$ cat src/rtl/led_shift_ctrl.sv
// Four-LED shift display controller: switch sync/debounce, step tick generation
// and a mode FSM driving an idle, rotating, bouncing or paused one-hot pattern.
module led_shift_ctrl #(
  parameter int TICK_DIV  = 10_000_000,
  parameter int DB_CYCLES = 1_000_000
) (
  input  logic       clk_in,
  input  logic       rst_n,
  input  logic [3:0] sw,
  output logic [3:0] led,
  output logic       tick_out,
  output logic [1:0] state_out
);

  localparam logic [1:0] ST_IDLE   = 2'd0;
  localparam logic [1:0] ST_SHIFT  = 2'd1;
  localparam logic [1:0] ST_BOUNCE = 2'd2;
  localparam logic [1:0] ST_PAUSE  = 2'd3;

  localparam int DB_W = (DB_CYCLES > 1) ? $clog2(DB_CYCLES) : 1;
  localparam int TK_W = $clog2(TICK_DIV);
  localparam logic [DB_W-1:0] DB_LAST = DB_W'(DB_CYCLES - 1);
  localparam logic [TK_W-1:0] TK_LAST = TK_W'(TICK_DIV - 1);

  logic [3:0]      sync1_reg, sync2_reg;
  logic [3:0]      cand_reg;
  logic [DB_W-1:0] db_cnt_reg;
  logic [3:0]      sw_db_reg;
  logic [1:0]      state_reg, state_next;
  logic [TK_W-1:0] tick_cnt_reg, tick_cnt_next;
  logic            tick_reg;
  logic [3:0]      led_reg, led_next;
  logic            bounce_dir_reg, bounce_dir_next;
  logic [3:0]      rot_left, rot_right;
  logic            run_state, step, led_onehot;

  // Two-flop synchronizer on the raw switches.
  always_ff @(posedge clk_in) begin
    if (!rst_n) begin
      sync1_reg <= 4'b0000;
      sync2_reg <= 4'b0000;
    end else begin
      sync1_reg <= sw;
      sync2_reg <= sync1_reg;
    end
  end

  // One counter debounces the whole vector; any bit change restarts the wait.
  always_ff @(posedge clk_in) begin
    if (!rst_n) begin
      cand_reg   <= 4'b0000;
      db_cnt_reg <= '0;
      sw_db_reg  <= 4'b0000;
    end else if (sync2_reg != cand_reg) begin
      cand_reg   <= sync2_reg;
      db_cnt_reg <= '0;
    end else if (db_cnt_reg == DB_LAST) begin
      sw_db_reg  <= cand_reg;
    end else begin
      db_cnt_reg <= db_cnt_reg + DB_W'(1);
    end
  end

  always_comb begin
    state_next = ST_SHIFT;
    if (!sw_db_reg[0]) begin
      state_next = ST_IDLE;
    end else if (sw_db_reg[3]) begin
      state_next = ST_PAUSE;
    end else if (sw_db_reg[2]) begin
      state_next = ST_BOUNCE;
    end
  end

  assign run_state = (state_reg == ST_SHIFT) || (state_reg == ST_BOUNCE);
  assign step      = run_state && (tick_cnt_reg == TK_LAST);

  always_comb begin
    tick_cnt_next = tick_cnt_reg;
    case (state_reg)
      ST_IDLE:   tick_cnt_next = '0;
      ST_SHIFT,
      ST_BOUNCE: tick_cnt_next = step ? '0 : tick_cnt_reg + TK_W'(1);
      default:   tick_cnt_next = tick_cnt_reg;
    endcase
  end

  // Left moves toward led[3], right toward led[0].
  for (genvar gi = 0; gi < 4; gi++) begin : g_rot
    assign rot_left[gi]  = led_reg[(gi + 3) % 4];
    assign rot_right[gi] = led_reg[(gi + 1) % 4];
  end

  assign led_onehot = $onehot(led_reg);

  always_comb begin
    led_next        = led_reg;
    bounce_dir_next = bounce_dir_reg;
    if (step) begin
      if (!led_onehot) begin
        led_next = 4'b0001;
      end else if (state_reg == ST_SHIFT) begin
        led_next = sw_db_reg[1] ? rot_right : rot_left;
      end else if (!bounce_dir_reg) begin
        if (led_reg[3]) begin
          led_next        = rot_right;
          bounce_dir_next = 1'b1;
        end else begin
          led_next = rot_left;
        end
      end else begin
        if (led_reg[0]) begin
          led_next        = rot_left;
          bounce_dir_next = 1'b0;
        end else begin
          led_next = rot_right;
        end
      end
    end
    // Entry into bounce takes its starting direction from the direction switch.
    if ((state_next == ST_BOUNCE) && (state_reg != ST_BOUNCE)) begin
      bounce_dir_next = sw_db_reg[1];
    end
  end

  always_ff @(posedge clk_in) begin
    if (!rst_n) begin
      state_reg      <= ST_IDLE;
      tick_cnt_reg   <= '0;
      tick_reg       <= 1'b0;
      led_reg        <= 4'b0001;
      bounce_dir_reg <= 1'b0;
    end else begin
      state_reg      <= state_next;
      tick_cnt_reg   <= tick_cnt_next;
      tick_reg       <= step;
      led_reg        <= led_next;
      bounce_dir_reg <= bounce_dir_next;
    end
  end

  assign led       = led_reg;
  assign tick_out  = tick_reg;
  assign state_out = state_reg;

endmodule

$ cat config.mk
export PLATFORM = sky130hd
export DESIGN_NAME = led_shift_ctrl
export DESIGN_NICKNAME = d
export VERILOG_FILES = /design/src/rtl/led_shift_ctrl.sv
export SDC_FILE = /design/constraint.sdc
export NUM_CORES = 1
export LEC_CHECK = 0
export CAP_MARGIN = 40
export CORE_ASPECT_RATIO = 1.2
export CORE_MARGIN = 5
export CORE_UTILIZATION = 45
export CTS_BUF_LIST = sky130_fd_sc_hd__clkbuf_2 sky130_fd_sc_hd__clkbuf_4 sky130_fd_sc_hd__clkbuf_8
export CTS_CLUSTER_SIZE = 24
export DETAILED_ROUTE_END_ITERATION = 7
export PLACE_DENSITY = 0.71
export SLEW_MARGIN = 20
export SYNTH_ARGS = -nofsm -noshare
export SYNTH_HDL_FRONTEND = slang
export SYNTH_SLANG_ARGS = --single-unit
$ cat constraint.sdc
create_clock -name clk_in -period 3.8 [get_ports clk_in]
set_input_delay 0.76 -clock clk_in [delete_from_list [all_inputs] [get_ports clk_in]]
set_output_delay 0.76 -clock clk_in [all_outputs]
set_load 0.01 [all_outputs]
==> qor.txt <==
Routed Antenna Nets = 0
main flop type after synthesis = dfxtp_1
EDFF count, synth = 0
Post-synth top cells = 68 x dfxtp_1, 44 x nor2_1, 36 x nand2_1
Least-Margin Pin Slew = 667 ps
final hold violations = 0
pin count of the biggest net entering global routing = 21
final worst hold slack = 433 ps
share of layout cells above drive strength 1 = 7.11%
synthesized cell area = 0.00332 mm2
Clock H-tree levels = 3
maximum VDD drop = 0.200 mV
simple-gate share of the synthesized area = 29.3%
Final #Nets = 417
Slew Limit Fails = 0
Synth Net Count = 408
clk_skew = 8.84 ps
Area Overhead vs Synth = 12.2%
total CTS buffers = 9
Largest delay share family, worst path = adder cells
Synth Register Bits = 68
critical path endpoint category = flop
Clock transition at path regs = 70 ps
root buffer cell = clkbuf_8
distinct cell type count after synthesis = 52
Post-CTS Resized = 0
clock tree buffer depth = 2
setup tns final = 0 ps
P per Cell Area = 370 mW/mm2
row count = 34
crit path DAT = 2990 ps
Wirelength per Cell = 14.3 um
CP max stage delay = 550 ps
Max Cap Viol = 0
top-area cell type share of the netlist area = 40.9%
via-per-instance ratio = 5.76
Static Leak = 0.00133 uW
Hold Path Class = reg -> reg
Synth Area in Compound Gates = 14.6%
via count = 2869
Synth Instances = 394
drt initial violations = 178
largest family of logic cells by synthesized area = simple AND/OR/NAND/NOR gates
DRC Markers = 0
IO Count = 13
CTS Hold Bufs = 0
Tmin final = 2760 ps
total track usage = 16.6%
global-route wire length before repair = 12.4 mm
DPL Wire Length = 4.97 mm
worst-path fanout max = 9
status = complete, no violations
multiplexer share of the synthesized area = 3.01%
sequential area share after synthesis = 40.9%
CTS tree = done
GR Overflow Total = 0
total core area = 0.00723 mm2
adder-cell area share of the yosys netlist = 3.24%
max reg flops = 24
post-CTS setup repair buffer count = 0
Post-synth ARST share = 0%
final setup fails = 0
crit share post-route = 72.7%
RSZ-0062 raised after global routing = no
CTS sink cnt = 68
Final Util = 51.6%
initial antenna violation count = 0
Yosys top cell by area = dfxtp_1
GPL Wtd Cong = 0.888
number of global-route vias before repair = 2703
die area = 0.00921 mm2
CP cell instances = inv_1, fa_1, inv_1, ha_1, ha_1, nor3b_1, o21ai_0, a311o_1, nor2_1, o21ai_0
syn avg cell area = 8.44 um2
Initial Util = 46.0%
Die Ht = 104 um
final wirelength = 7.14 mm
Crit path required time = 4020 ps
R2R setup slack = 1040 ps
Yosys Warn Count = 0
Clk Latency, worst-skew pair = 340 ps
Startpoint Class = flop
synth top area cells = dfxtp_1 41%, nor2_1 5.0%, nand2_1 4.1%
CP Buf/Inv Count = 2
Worst slew margin = 55.4%
critical path class = reg -> reg
drt pass-1 iters = 4
Post-Synth XOR/XNOR Area = 5.27%
slowest cell on the critical path = fa_1
port buffer count = 12
diodes inserted = 0
Fmax = 362 MHz
Chip Width = 88.5 um
most common cell in the netlist = dfxtp_1
## final timing paths
| path | cells past startpoint | start | to |
|---|---|---|---|
| worst max-delay path | 10 | led[0] | led[0] |
| worst min-delay path | 1 | sync1_reg[3] | sync2_reg[3] |
| worst max register to register | 10 | led[0] | led[0] |
| worst min register to register | 1 | sync1_reg[3] | sync2_reg[3] |
## power breakdown
part	switching (uW)	internal [uW]	total [uW]
Sequential	5.07	719	725
Combinational	17.9	12.7	30.6
Clock	254	369	624
## metal layers
layer	vias to the layer above	routed length (um)	global-route usage, %
li1	1448	-	-
met1	1332	3310	22.4
met2	77	3400	25.0
met3	12	325	3.17
met4	0	106	7.99
met5	-	0	0
## layout make-up
class,count,area (um2)
clock buffers,15,181
clock inverters,1,30.0
fillers,695,3500
inverters,12,45.0
multi-input cells,295,1840
flip-flops and latches,68,1360
well taps,90,113
repair buffers,17,158
## layout by cell type, fill, tap and decap left out, types with 13 or more instances in the layout
cell and n:
and2_1 14, dfxtp_1 68, nand4_1 13, a31oi_1 18, a21oi_1 23, nand3_1 17, nand2_1 36, xor2_1 13
nor2_1 44, o21ai_0 15
## metrics by stage
step	total power, uW	instance area, um2	setup WS, ps	cells
2_1_floorplan	759	3320	1170	394
3_3_place_gp	771	3510	1160	481
3_5_place_dp	772	3520	1120	482
4_1_cts	1400	3730	1040	498
5_1_grt	1430	3730	764	498
6_report	1380	3730	1040	498
## worst reg2reg max path, stage by stage, from the launching register on
cell     delay (ps)
dfxtp_1         500
inv_1           150
fa_1            550
inv_1            40
ha_1            170
ha_1            290
nor3b_1         310
o21ai_0         180
a311o_1         300
nor2_1           90
o21ai_0          80
## kinds of logic (layout without fill, tap and decap cells)
| family | after synthesis | in the layout |
|---|---|---|
| mux | 10 | 10 |
| fa+ha+maj | 8 | 8 |
| simple gates | 180 | 180 |
| flops | 68 | 68 |
| buf+inv | 31 | 45 |
| xor+xnor | 20 | 20 |
| compound gates | 77 | 77 |
(Power assumes the default switching activity.)
